`config.mk`:
```
export PLATFORM = sky130hd
export DESIGN_NAME = cache_stall_ctrl
export DESIGN_NICKNAME = d
export VERILOG_FILES = /design/src/rtl/cache_ctrl_pkg.sv /design/src/rtl/cache_miss_fsm.sv /design/src/rtl/cache_stall_ctrl.sv
export SDC_FILE = /design/constraint.sdc
export NUM_CORES = 1
export LEC_CHECK = 0
export BUFFER_PORTS_ARGS = -buffer_cell sky130_fd_sc_hd__buf_2
export CORE_UTILIZATION = 39
export CTS_CLUSTER_DIAMETER = 30
export DETAILED_ROUTE_END_ITERATION = 8
export GPL_TIMING_DRIVEN = 0
export PLACE_DENSITY_LB_ADDON = 0.25
export SLEW_MARGIN = 20
export SYNTH_ARGS = -nofsm -noshare
export SYNTH_HDL_FRONTEND = slang
export SYNTH_SLANG_ARGS = --single-unit
export TNS_END_PERCENT = 100
```
`constraint.sdc`:
```
create_clock -name clk -period 1.3 [get_ports clk]
set_input_delay 0.13 -clock clk [delete_from_list [all_inputs] [get_ports clk]]
set_output_delay 0.13 -clock clk [all_outputs]
set_load 0.005 [all_outputs]
```
`src/rtl/cache_ctrl_pkg.sv`:
```
// -----------------------------------------------------------------------------
// cache_ctrl_pkg
// Shared types and helpers for the cache-miss stall controller.
//   i_state_e  : I-side miss FSM states (idle / waiting on refill / dropping
//                a wrong-path refill after a redirect).
//   range_mask : builds a vector with bits lo..hi set, clipped to 'width'.
//                Out-of-range bits (e.g. a bubble slot past the last stage)
//                simply vanish, which keeps the top-level constants uniform.
// -----------------------------------------------------------------------------
package cache_ctrl_pkg;

    localparam int MASK_W = 64;

    typedef enum logic [1:0] {
        I_IDLE = 2'd0,
        I_WAIT = 2'd1,
        I_DROP = 2'd2
    } i_state_e;

    function automatic logic [MASK_W-1:0] range_mask(input int lo, input int hi, input int width);
        logic [MASK_W-1:0] m;
        m = '0;
        for (int i = 0; i < MASK_W; i++) begin
            if (i < width && i >= lo && i <= hi) m[i] = 1'b1;
        end
        return m;
    endfunction

endpackage

```
`src/rtl/cache_miss_fsm.sv`:
```
// -----------------------------------------------------------------------------
// cache_miss_fsm
// I-cache miss tracker. Remembers that an outstanding fetch has become
// wrong-path because of a redirect, so its late response can be discarded.
// Ports:
//   clk, rst   : clock, synchronous active-high reset
//   i_valid    : I-cache request outstanding
//   i_ready    : I-cache response returned
//   redirect   : redirect being applied this cycle
//   state      : current FSM state (registered)
//   drop_exit  : combinational, high on the cycle a wrong-path refill returns
// -----------------------------------------------------------------------------
module cache_miss_fsm
    import cache_ctrl_pkg::*;
(
    input  logic     clk,
    input  logic     rst,
    input  logic     i_valid,
    input  logic     i_ready,
    input  logic     redirect,
    output i_state_e state,
    output logic     drop_exit
);

    i_state_e state_nxt;
    logic     i_miss;

    assign i_miss = i_valid & ~i_ready;

    // NOTE: sequential state uses non-blocking assignments so every flop
    // samples the pre-edge values regardless of process ordering.
    always_ff @(posedge clk) begin
        if (rst) state <= I_IDLE;
        else     state <= state_nxt;
    end

    // NOTE: every output of this block gets a default first, so no path
    // leaves a signal unassigned and no latch is inferred.
    always_comb begin
        state_nxt = state;
        drop_exit = 1'b0;
        case (state)
            I_IDLE: if (i_miss) state_nxt = I_WAIT;
            I_WAIT: begin
                if (i_ready)                 state_nxt = I_IDLE;
                else if (redirect && i_miss) state_nxt = I_DROP;
            end
            I_DROP: begin
                // A further redirect while dropping changes nothing.
                if (i_ready) begin
                    state_nxt = I_IDLE;
                    drop_exit = 1'b1;
                end
            end
            default: state_nxt = I_IDLE;
        endcase
    end

endmodule

```
`src/rtl/cache_stall_ctrl.sv`:
```
// -----------------------------------------------------------------------------
// cache_stall_ctrl
// Pipeline hazard controller for I- and D-cache miss stalls. Produces
// registered per-stage stall and flush (bubble) vectors; index 0 is the PC,
// index k is the k-th pipeline register.
// Optional build macro: CACHE_PERF_CNT_EN adds saturating miss-cycle counters;
// without it the counter ports are constant 0.
// Ports:
//   clk, rst         : clock, synchronous active-high reset
//   i_valid/i_ready  : I-cache request outstanding / response returned
//   d_valid/d_ready  : D-cache request outstanding / response returned
//   redirect         : one-cycle branch/exception redirect pulse from EX
//   stall_vec        : registered stall per pipeline register
//   flush_vec        : registered flush per pipeline register
//   i_busy           : I-FSM not idle
//   d_busy           : D-side miss in progress (registered)
//   i_miss_cycles    : I-miss cycle count (perf build only)
//   d_miss_cycles    : D-miss cycle count (perf build only)
// -----------------------------------------------------------------------------
module cache_stall_ctrl
    import cache_ctrl_pkg::*;
#(
    parameter int NUM_STAGES = 6,
    parameter int IF_IDX     = 1,
    parameter int MEM_IDX    = 4,
    parameter int RED_IDX    = 3,
    parameter int CNT_W      = 32
) (
    input  logic                  clk,
    input  logic                  rst,
    input  logic                  i_valid,
    input  logic                  i_ready,
    input  logic                  d_valid,
    input  logic                  d_ready,
    input  logic                  redirect,
    output logic [NUM_STAGES-1:0] stall_vec,
    output logic [NUM_STAGES-1:0] flush_vec,
    output logic                  i_busy,
    output logic                  d_busy,
    output logic [CNT_W-1:0]      i_miss_cycles,
    output logic [CNT_W-1:0]      d_miss_cycles
);

    localparam logic [MASK_W-1:0] I_STALL_W = range_mask(0, IF_IDX, NUM_STAGES);
    localparam logic [MASK_W-1:0] I_FLUSH_W = range_mask(IF_IDX + 1, IF_IDX + 1, NUM_STAGES);
    localparam logic [MASK_W-1:0] D_STALL_W = range_mask(0, MEM_IDX, NUM_STAGES);
    // Drops out automatically when MEM_IDX is the last stage.
    localparam logic [MASK_W-1:0] D_FLUSH_W = range_mask(MEM_IDX + 1, MEM_IDX + 1, NUM_STAGES);
    localparam logic [MASK_W-1:0] RED_W     = range_mask(1, RED_IDX, NUM_STAGES);

    localparam logic [NUM_STAGES-1:0] I_STALL = I_STALL_W[NUM_STAGES-1:0];
    localparam logic [NUM_STAGES-1:0] I_FLUSH = I_FLUSH_W[NUM_STAGES-1:0];
    localparam logic [NUM_STAGES-1:0] D_STALL = D_STALL_W[NUM_STAGES-1:0];
    localparam logic [NUM_STAGES-1:0] D_FLUSH = D_FLUSH_W[NUM_STAGES-1:0];
    localparam logic [NUM_STAGES-1:0] RED_M   = RED_W[NUM_STAGES-1:0];

    logic                  i_miss, d_miss;
    logic                  red_pend, red_now;
    logic                  drop_exit;
    i_state_e              i_state;
    logic [NUM_STAGES-1:0] stall_nxt, flush_nxt;

    assign i_miss = i_valid & ~i_ready;
    assign d_miss = d_valid & ~d_ready;

    // A redirect cannot flush stages that a D-miss is holding, so it is
    // parked in red_pend and released on the first cycle without a D-miss.
    assign red_now = (redirect | red_pend) & ~d_miss;

    cache_miss_fsm u_fsm (
        .clk       (clk),
        .rst       (rst),
        .i_valid   (i_valid),
        .i_ready   (i_ready),
        .redirect  (red_now),
        .state     (i_state),
        .drop_exit (drop_exit)
    );

    assign i_busy = (i_state != I_IDLE);

    always_comb begin
        stall_nxt = '0;
        flush_nxt = '0;
        if (i_miss) begin
            stall_nxt = stall_nxt | I_STALL;
            flush_nxt = flush_nxt | I_FLUSH;
        end
        // Wrong-path refill has landed: bubble it out of IF.
        if (drop_exit) flush_nxt = flush_nxt | I_FLUSH;
        if (d_miss) begin
            stall_nxt = stall_nxt | D_STALL;
            flush_nxt = flush_nxt | D_FLUSH;
        end
        // PC stall (bit 0) is kept; the PC module loads the target itself.
        if (red_now) begin
            stall_nxt = stall_nxt & ~RED_M;
            flush_nxt = flush_nxt | RED_M;
        end
        // A stalled stage holds its contents, so it can never also be
        // bubbled; this is what lets a D-miss override the I-side bubble.
        flush_nxt = flush_nxt & ~stall_nxt;
    end

    always_ff @(posedge clk) begin
        if (rst) begin
            stall_vec <= '0;
            flush_vec <= '0;
            d_busy    <= 1'b0;
            red_pend  <= 1'b0;
        end else begin
            stall_vec <= stall_nxt;
            flush_vec <= flush_nxt;
            d_busy    <= d_miss;
            red_pend  <= (redirect | red_pend) & d_miss;
        end
    end

`ifdef CACHE_PERF_CNT_EN
    logic [CNT_W-1:0] i_cnt, d_cnt;

    always_ff @(posedge clk) begin
        if (rst) begin
            i_cnt <= '0;
            d_cnt <= '0;
        end else begin
            if (i_miss && i_cnt != '1) i_cnt <= i_cnt + 1'b1;
            if (d_miss && d_cnt != '1) d_cnt <= d_cnt + 1'b1;
        end
    end

    assign i_miss_cycles = i_cnt;
    assign d_miss_cycles = d_cnt;
`else
    assign i_miss_cycles = '0;
    assign d_miss_cycles = '0;
`endif

endmodule

```
==> results of run 1 <==
## layout make-up
type                       count  area share
multi-input combinational     88       0.315
timing repair buffer          16      0.0632
tap                           27      0.0267
clock buffer                   4      0.0207
sequential                     9       0.142
buffer                        72       0.429
inverter                       1     0.00296
## worst paths after layout
kind / from / endpoint / slack, ns
hold reg to reg: red_pend$_SDFF_PP0_ / red_pend$_SDFF_PP0_ / 0.55
setup / recovery: u_fsm.state[0]$_SDFFE_PP0P_ / i_busy / 0.13
setup reg to reg: u_fsm.state[0]$_SDFFE_PP0P_ / u_fsm.state[1]$_SDFFE_PP0P_ / 0.35
hold / removal: rst / u_fsm.state[1]$_SDFFE_PP0P_ / 0.06
## cell usage after synthesis (all sizes together)
master	number	area, µm²
or2	1	6.26
inv	1	3.75
a311oi	1	8.76
nand2	1	3.75
nor2	3	13.8
o32ai	1	8.76
buf	72	544
nor3b	1	12.5
nor2b	1	13.8
a21oi	1	8.76
o21a	1	7.51
nand2b	2	12.5
dfxtp	9	180
nor3	5	30.0
nand3b	2	15.0
or3	1	6.26
conb	1	3.75
## flip-flops by register name, summed over array words and instances (netlist names)
| name | flops |
|---|---|
| flush_vec | 3 |
| red_pend | 1 |
| stall_vec | 3 |
| u_fsm.state | 2 |
## metrics by stage
stage | power, mW | utilization | setup WS [ns]
after floorplan | 0.530 | - | 0.435
after global placement | 0.561 | 0.608 | 0.390
after detailed placement | 0.563 | 0.608 | 0.374
after CTS | 0.779 | 0.621 | 0.122
after global routing | 0.840 | 0.621 | 0.0884
final | 0.779 | 0.621 | 0.129
## cell families after synthesis
kind of cell,synth area share
other cells,0.00426
compound gates,0.0384
flops,0.205
simple gates,0.129
buf+inv,0.623
## power by group
part	switching (mW)	internal (mW)
clock network	0.0925	0.118
registers	0.00593	0.289
logic	0.108	0.165
total	0.206	0.573
## per-layer routing
layer,share of wire,GRT usage
met5,0,0
met4,0.013,0.0571
met3,0.14,0.0556
met2,0.48,0.201
met1,0.37,0.120
## worst max-delay path: stages, from the launching register on
cell and delay (ns):
dfxtp_1 0.35, or2_2 0.30, buf_2 0.13
==> key figures, run 1 <==
Outcome
  – Outcome: complete, no violations

Global route
  – Vias in the first global route: ~570
  – Total GRT Usage: 0.118
  – Initial antenna violation count: 0
  – Pin count of the biggest net entering global routing: 9
  – First-pass GRT wire length: 2180 µm
  – Total congestion overflow: 0

STA
  – RSZ-0062 raised after global routing: no
  – Max Slew Vio Count: 0
  – Worst hold slack: between 0.06 and 0.07 ns
  – Endpoints failing setup: 0
  – Final Critical Period: 1.17 ns
  – Setup TNS: 0 ns
  – Final hold violation count: 0
  – Fin Clk Skew: 0.00689 ns
  – Fin crit share: 0.900
  – Fmax: 0.854 GHz

Place
  – DP Area: 1240 µm²
  – Port buffer count: 16
  – Gpl congestion: approximately 0.64
  – # placed instances: 213

Final layout
  – Multi-input gate area: around 400 µm²
  – Proportion of layout cells with a drive suffix above 1: 0.511
  – Commonest non-fill, non-tap cell in the layout: buf_4
  – # fillers: 194
  – Synth-to-layout area growth: 44.1%
  – Final instance area: 1270 µm²
  – Ant. Diodes: 0
  – Most frequent cells in the layout: buf_4 (71), conb_1 (67), buf_2 (16), dfxtp_1 (9), nor3_1 (4)
  – FF/Latch Area: 180 µm²
  – NumNets Final: 198
  – Non-Filler Instances: 217

Clocking
  – Root Buffer: clkbuf_4
  – Clock transition at the registers of the reported paths: 0.06 ns
  – Setup bufs post-CTS: 0
  – Clock Latency Late Sink: 0.26 ns
  – Cts repair resizes: 0
  – CTS tree: yes
  – CTS Hold Bufs: 0
  – Clock Sinks: 9
  – Maximum buffer depth of the clock tree: 2
  – H-tree depth: 1
  – CTS Buf Count: 3

Power and ir drop
  – VDD IR max: 0.368 mV
  – Pwr/cell area: 614 nW/µm²
  – Static Leak: 0.821 nW

Die
  – Chip Height: 49.5 µm
  – Io pins: 85
  – Number of cell rows: 16
  – Core area: 2040 µm²
  – Die width: between 40 and 50 µm
  – Die area: 2450 µm²
  – Initial Utilization: 0.431

Synth
  – Mean Syn Cell Area: 8.46 µm²
  – Ys Warns: 0
  – Synthesized area: 880 µm²
  – Synth Instances: about 100
  – Synth unique cells: 20
  – #FFs+latches synth: 9
  – Seq/Total Area, Yosys: 0.205

Setup path
  – Startpoint Class: flop
  – Worst Path Max Fanout: 6
  – Worst R2R Path Depth: 3
  – Worst setup EP type: output port
  – Kind of critical path: flop to output port
  – Required @ worst endpoint: 1.17 ns
  – CP Data Arrival Time: ~1.0 ns

Routing
  – First DRT Iteration DRCs: 2
  – Avg WL per Cell: 6.23 µm
  – Post-route DRC: 0
  – Via density: roughly 3.0
  – Iteration count of the initial detailed-routing pass: 2
  – Vias: about 660
  – Post-DRT Antenna Nets: 0
  – Routed Wire Length: roughly 1400 µm

Hold path
  – WHS Path Cells: 2
  – Hold Path Class: input pin to flop

Run
  – Max-capacitance violation count: 0
Power figures use the tool's default switching activity.
==> inputs of run 2 (changes only) <==
CORE_UTILIZATION = 38   (was 39)
SYNTH_HIERARCHICAL = 1   (was unset)
==> run 2 against run 1 <==
Die area fell by 2.1%; non-clock buffer count up 1; cell area is 3.2% lower; synthesized cell count shrank 0.96%; final cell count decreased by 0.46%; utilization is 1.4 points lower; clock power decreased by 14%; critical endpoint unchanged.
==> key figures, run 2 <==
STA
  – Endpoints failing setup: 0
  – Fin worst setup slack: roughly 0.25 ns
  – Final Critical Period: roughly 1.1 ns
  – Final hold violation count: 0
  – RSZ-0062 raised after global routing: no
  – Fin Clk Skew: 0.00536 ns
  – Fmax: 0.949 GHz
  – Setup TNS: 0 ns
  – Fin crit share: 0.811
  – Max Slew Vio Count: 0

Die
  – Core area: 2020 µm²
  – Number of cell rows: 16
  – Io pins: 85
  – Chip Height: 49.0 µm
  – Initial Utilization: 0.415
  – Die area: 2400 µm²
  – Die width: 49.0 µm

Synth
  – Synth area leader: buf_4
  – #FFs+latches synth: 8
  – Synthesized area: 838 µm²
  – Mean Syn Cell Area: 8.14 µm²
  – Commonest cells post-synth: buf_4 (72), dfxtp_1 (8), nor2_1 (4), nor3_1 (4), nand2b_1 (3)
  – Synth unique cells: 16
  – Ys Warns: 6
  – Async set-reset flop share out of synthesis: 0
  – Cell with the most instances after synthesis: buf_4
  – Leading post-synthesis cells by cell area: buf_4 (64%), dfxtp_1 (19%), nor3_1 (2.4%)
  – Post-synth top area share: 0.645
  – Main synth FF type: dfxtp_1
  – Post-synth EDFFs: 0
  – Synth Instances: just over 100
  – Seq/Total Area, Yosys: 0.191

Clocking
  – Clock Latency Late Sink: 0.25 ns
  – Clock transition at the registers of the reported paths: 0.05 ns
  – Maximum buffer depth of the clock tree: 2
  – Setup bufs post-CTS: 0
  – CTS tree: yes
  – CTS Buf Count: 3
  – H-tree depth: 1
  – CTS Hold Bufs: 0
  – Cts repair resizes: 0
  – Root Buffer: clkbuf_4
  – Clock Sinks: 8

Final layout
  – Largest reg by FF count: flush_vec
  – Final Util: 0.607
  – Largest registers: flush_vec: 3 flops, stall_vec: 2 flops, u_fsm/state: 2 flops
  – Most frequent cells in the layout: buf_4 (72), conb_1 (67), buf_2 (17), dfxtp_1 (8)
  – NumNets Final: 198
  – Proportion of layout cells with a drive suffix above 1: 0.492
  – Ant. Diodes: 0
  – Commonest non-fill, non-tap cell in the layout: buf_4
  – Synth-to-layout area growth: 46.4%
  – Largest register FFs: 3

Routing
  – Post-route DRC: 0
  – Avg WL per Cell: 5.81 µm
  – Iteration count of the initial detailed-routing pass: 4
  – First DRT Iteration DRCs: 3
  – Post-DRT Antenna Nets: 0
  – Routed Wire Length: 1260 µm
  – Via density: 3.00
  – Vias: 648

Power and ir drop
  – VDD IR max: 0.510 mV
  – Pwr/cell area: 578 nW/µm²
  – Static Leak: 0.821 nW

Run
  – Max-capacitance violation count: 0

Setup path
  – Startpoint Class: flop
  – Kind of critical path: flop to output port
  – Worst Path Max Fanout: 4
  – Worst setup EP type: output port
  – CP Data Arrival Time: about 0.92 ns
  – Required @ worst endpoint: around 1.2 ns

Place
  – HPWL Detailed: 1180 µm
  – Gpl congestion: 0.693
  – Port buffer count: 17
  – Dpl ws: 0.281 ns

Global route
  – First-pass GRT wire length: 1990 µm
  – Pin count of the biggest net entering global routing: 9
  – Total GRT Usage: 0.106
  – Total congestion overflow: 0
  – Vias in the first global route: 476
  – Initial antenna violation count: 0

Hold path
  – Hold Path Class: input pin to flop

Outcome
  – Outcome: complete, no violations
[run 2: per-stage QoR]
step	cells	hold WS (ns)	area, µm²	total power [mW]
finish	216	0.115	1230	0.710
CTS	216	0.102	1230	0.711
global route	216	0.109	1230	0.763
floorplan	169	0.195	1090	0.488
global placement	213	0.360	1200	0.522
detailed placement	213	0.375	1200	0.524
[run 2: per-layer routing]
layer  vias up  global-route usage  share of wire
met5         -                   0              0
met4         0              0.0147              0
met3         0              0.0561           0.15
met2        49               0.185           0.48
met1       240               0.115           0.37
li1        359                   -              -
[run 2: final timing paths]
path,slack (ns),endpoint,start,cells past startpoint
max,0.25,i_busy,u_fsm/state[1]$_SDFFE_PP0P_,2
min,0.12,u_fsm/state[1]$_SDFFE_PP0P_,i_ready,2
max reg2reg,0.26,stall_vec[1]$_SDFF_PP0_,red_pend$_SDFF_PP0_,2
min reg2reg,0.55,u_fsm/state[1]$_SDFFE_PP0P_,u_fsm/state[1]$_SDFFE_PP0P_,2
[run 2: logic make-up (layout without fill, tap and decap cells)]
logic type | after synthesis | after routing | share of synthesized area
other | 1 | 67 | 0.00447
AOI/OAI and AO/OA | 5 | 5 | 0.0478
and+or+nand+nor | 16 | 16 | 0.107
buffers and inverters | 73 | 93 | 0.649
DFF | 8 | 8 | 0.191
[run 2: power by group]
part | switching (mW) | leakage, nW | internal, mW
logic | 0.103 | 0.742 | 0.162
clock network | 0.0761 | 0.0138 | 0.105
registers | 0.00564 | 0.0658 | 0.257
[run 2: critical path, stage by stage (launching register included)]
cell     delay, ns
dfxtp_1       0.32
or2_1         0.23
buf_2         0.13
[run 2: cell type report]
class                           count  area (µm²)
Buffer                             72         541
Timing Repair Buffer               17        85.1
Sequential cell                     8         160
Inverter                            1        3.75
Tap cell                           27        33.8
Clock buffer                        3        22.5
Fill cell                         199         795
Multi-Input combinational cell     88         382
==> inputs of run 3 (changes only) <==
ABC_AREA = 1   (was unset)
CORE_UTILIZATION = 32   (was 38)
clock period = 0.9 ns   (was 1.3 ns; I/O delays follow)
==> run 3 against run 2 <==
The flow now finishes with violations (negative setup slack); global-route usage fell by 2.7 points; cell area rose by 12%; clock power rose by 52%; area after synthesis rose by 3.3%; critical path depth did not move; register-to-register slack got worse by 0.26 ns; flip-flop and latch count did not move; die area rose by 22%; combinational power rose by 66%; via count rose by 7.3%; critical endpoint unchanged; largest cell class unchanged.
==> key figures, run 3 <==
Global route
  – First-pass GRT wire length: around 1600 µm
  – Total congestion overflow: 0
  – Total GRT Usage: 0.0787
  – Pin count of the biggest net entering global routing: 8
  – Initial antenna violation count: 0
  – Vias in the first global route: between 400 and 500

Die
  – Number of cell rows: 18
  – Core area: 2520 µm²
  – Initial Utilization: 0.343
  – Die width: 54.0 µm
  – Chip Height: between 50 and 60 µm
  – Die area: 2920 µm²
  – Io pins: 85

Synth
  – Leading post-synthesis cells by cell area: buf_4 (62%), dfxtp_1 (18%), inv_1 (3.5%)
  – Synth unique cells: 15
  – Cell with the most instances after synthesis: buf_4
  – #FFs+latches synth: 8
  – Post-synth top area share: 0.624
  – Async set-reset flop share out of synthesis: 0
  – Synthesized area: 866 µm²
  – Ys Warns: 6
  – Main synth FF type: dfxtp_1
  – Synth area leader: buf_4
  – Seq/Total Area, Yosys: 0.185
  – Commonest cells post-synth: buf_4 (72), dfxtp_1 (8), inv_1 (8)
  – Synth Instances: 115
  – Post-synth EDFFs: 0
  – Mean Syn Cell Area: 7.53 µm²

Final layout
  – NumNets Final: between 200 and 250
  – Most frequent cells in the layout: buf_4 (70), conb_1 (67), buf_6 (11), buf_2 (11), inv_1 (8)
  – Largest registers: flush_vec: 3 flops, stall_vec: 2 flops, u_fsm/state: 2 flops
  – Synth-to-layout area growth: 59.1%
  – Largest register FFs: 3
  – Commonest non-fill, non-tap cell in the layout: buf_4
  – Non-Filler Instances: 234
  – Final instance area: roughly 1400 µm²
  – Ant. Diodes: 0
  – Largest reg by FF count: flush_vec
  – Proportion of layout cells with a drive suffix above 1: 0.544

Setup path
  – Required @ worst endpoint: 0.81 ns
  – Worst Path Max Fanout: 2
  – Startpoint Class: flop
  – Slowest CP cell: dfxtp_2
  – Reg2Reg Setup Slack: 0 ns
  – Worst R2R Start: u_fsm/state[1]$_SDFFE_PP0P_
  – Critical path origin: u_fsm/state[1]$_SDFFE_PP0P_
  – Worst setup EP type: output port
  – Crit Reg-Reg Endpoint: flush_vec[2]$_SDFF_PP0_
  – CP Data Arrival Time: 0.91 ns
  – Kind of critical path: flop to output port
  – CP cell instances: or2_4, buf_6
  – Worst R2R Path Depth: 7
  – Max stage delay on crit path: 0.31 ns
  – Crit path capture: i_busy

Outcome
  – Failing checks: negative setup slack
  – Outcome: finished, violations left

Clocking
  – Root Buffer: clkbuf_4
  – Maximum buffer depth of the clock tree: 2
  – Clock transition at the registers of the reported paths: 0.06 ns
  – CTS Hold Bufs: 0
  – CTS tree: yes
  – Clock Sinks: 8
  – CTS Buf Count: 3
  – Clock Latency Late Sink: between 0.2 and 0.3 ns
  – H-tree depth: 1

STA
  – Final Critical Period: 0.999 ns
  – Endpoints failing setup: 6
  – Fin crit share: 1.11
  – RSZ-0062 raised after global routing: yes
  – Fin Clk Skew: 0.00144 ns
  – Fmax: about 1.0 GHz
  – Fin worst setup slack: -0.0986 ns
  – Max Slew Vio Count: 0
  – Setup TNS: -0.159 ns
  – Final hold violation count: 0

Power and ir drop
  – Pwr Total: approximately 1.1 mW
  – Pwr/cell area: 795 nW/µm²
  – Static Leak: about 0.89 nW
  – VDD IR max: 0.603 mV

Place
  – Gpl congestion: slightly below 0.7
  – Port buffer count: 17
  – # placed instances: 228
  – Dpl ws: -0.0202 ns
  – HPWL Detailed: 1130 µm
  – DP Area: 1240 µm²

Routing
  – Post-DRT Antenna Nets: 0
  – First DRT Iteration DRCs: 1
  – Vias: 695
  – Via density: 2.97
  – Iteration count of the initial detailed-routing pass: 3
  – Avg WL per Cell: ~5.5 µm
  – Post-route DRC: 0
  – Routed Wire Length: 1290 µm

Hold path
  – Hold Path Class: input pin to flop

Run
  – Max-capacitance violation count: 0
[run 3: changes by cell type after synthesis, sizes merged, moves of 2 or more]
cell    delta
nand2b     -3
nor2       +2
inv        +9
a211oi     -2
nand4      +3
nand2      +6
[run 3: worst max-delay path, delay by kind of cell, from the launching register on]
kind / cells / cell delay, ns
flops: 1 / 0.31
simple gates: 1 / 0.24
buf+inv: 1 / 0.11
[run 3: stage by stage]
step,hold WS (ns),util
final,0.0954,0.546
after CTS,0.0882,0.534
after global routing,0.106,0.546
after floorplan,0.159,-
after detailed placement,0.360,0.490
after global placement,0.352,0.490
[run 3: per-layer routing]
metal,vias to the layer above,share of wire,GRT usage
met3,0,0.14,0.0198
met2,47,0.51,0.142
li1,388,-,-
met4,0,0,0.0513
met1,260,0.35,0.0792
met5,-,0,0
[run 3: layout make-up]
type | instances | area (µm²)
Buffer | 72 | 556
Fill cell | 255 | 1140
Clock buffer | 3 | 22.5
Timing Repair Buffer | 20 | 149
Sequential cell | 8 | 169
Inverter | 11 | 43.8
Tap cell | 30 | 37.5
Multi-Input combinational cell | 90 | 400
[run 3: how the worst min path moves through the flow]
stage                     start                     endpoint  cells past startpoint
after detailed placement    rst  u_fsm/state[1]$_SDFFE_PP0P_                      2
final                       rst  u_fsm/state[1]$_SDFFE_PP0P_                      2
after floorplan             rst  u_fsm/state[0]$_SDFFE_PP0P_                      1
after global routing        rst  u_fsm/state[0]$_SDFFE_PP0P_                      2
after CTS                   rst  u_fsm/state[1]$_SDFFE_PP0P_                      2
after global placement      rst  u_fsm/state[1]$_SDFFE_PP0P_                      2
[run 3: where the power goes]
| part | internal, mW | leakage (nW) | switching [mW] |
|---|---|---|---|
| Combinational | 0.268 | 0.808 | 0.172 |
| Sequential | 0.371 | 0.0682 | 0.00909 |
| Clock | 0.153 | 0.0138 | 0.123 |
[run 3: cell families (layout without fill, tap and decap cells)]
| logic type | Yosys count | count (layout) | synth area share |
|---|---|---|---|
| and+or+nand+nor | 21 | 21 | 0.127 |
| DFF | 8 | 8 | 0.185 |
| other | 1 | 67 | 0.00433 |
| buffers and inverters | 83 | 106 | 0.672 |
| AOI/OAI and AO/OA | 2 | 2 | 0.0116 |
[run 3: what timing repair did]
item,CTS,global route
setup endpoints to repair,7,9
buffers inserted,2,1
pin swaps,1,2
endpoints found under the hold margin,0,0
gates resized for setup,19,6
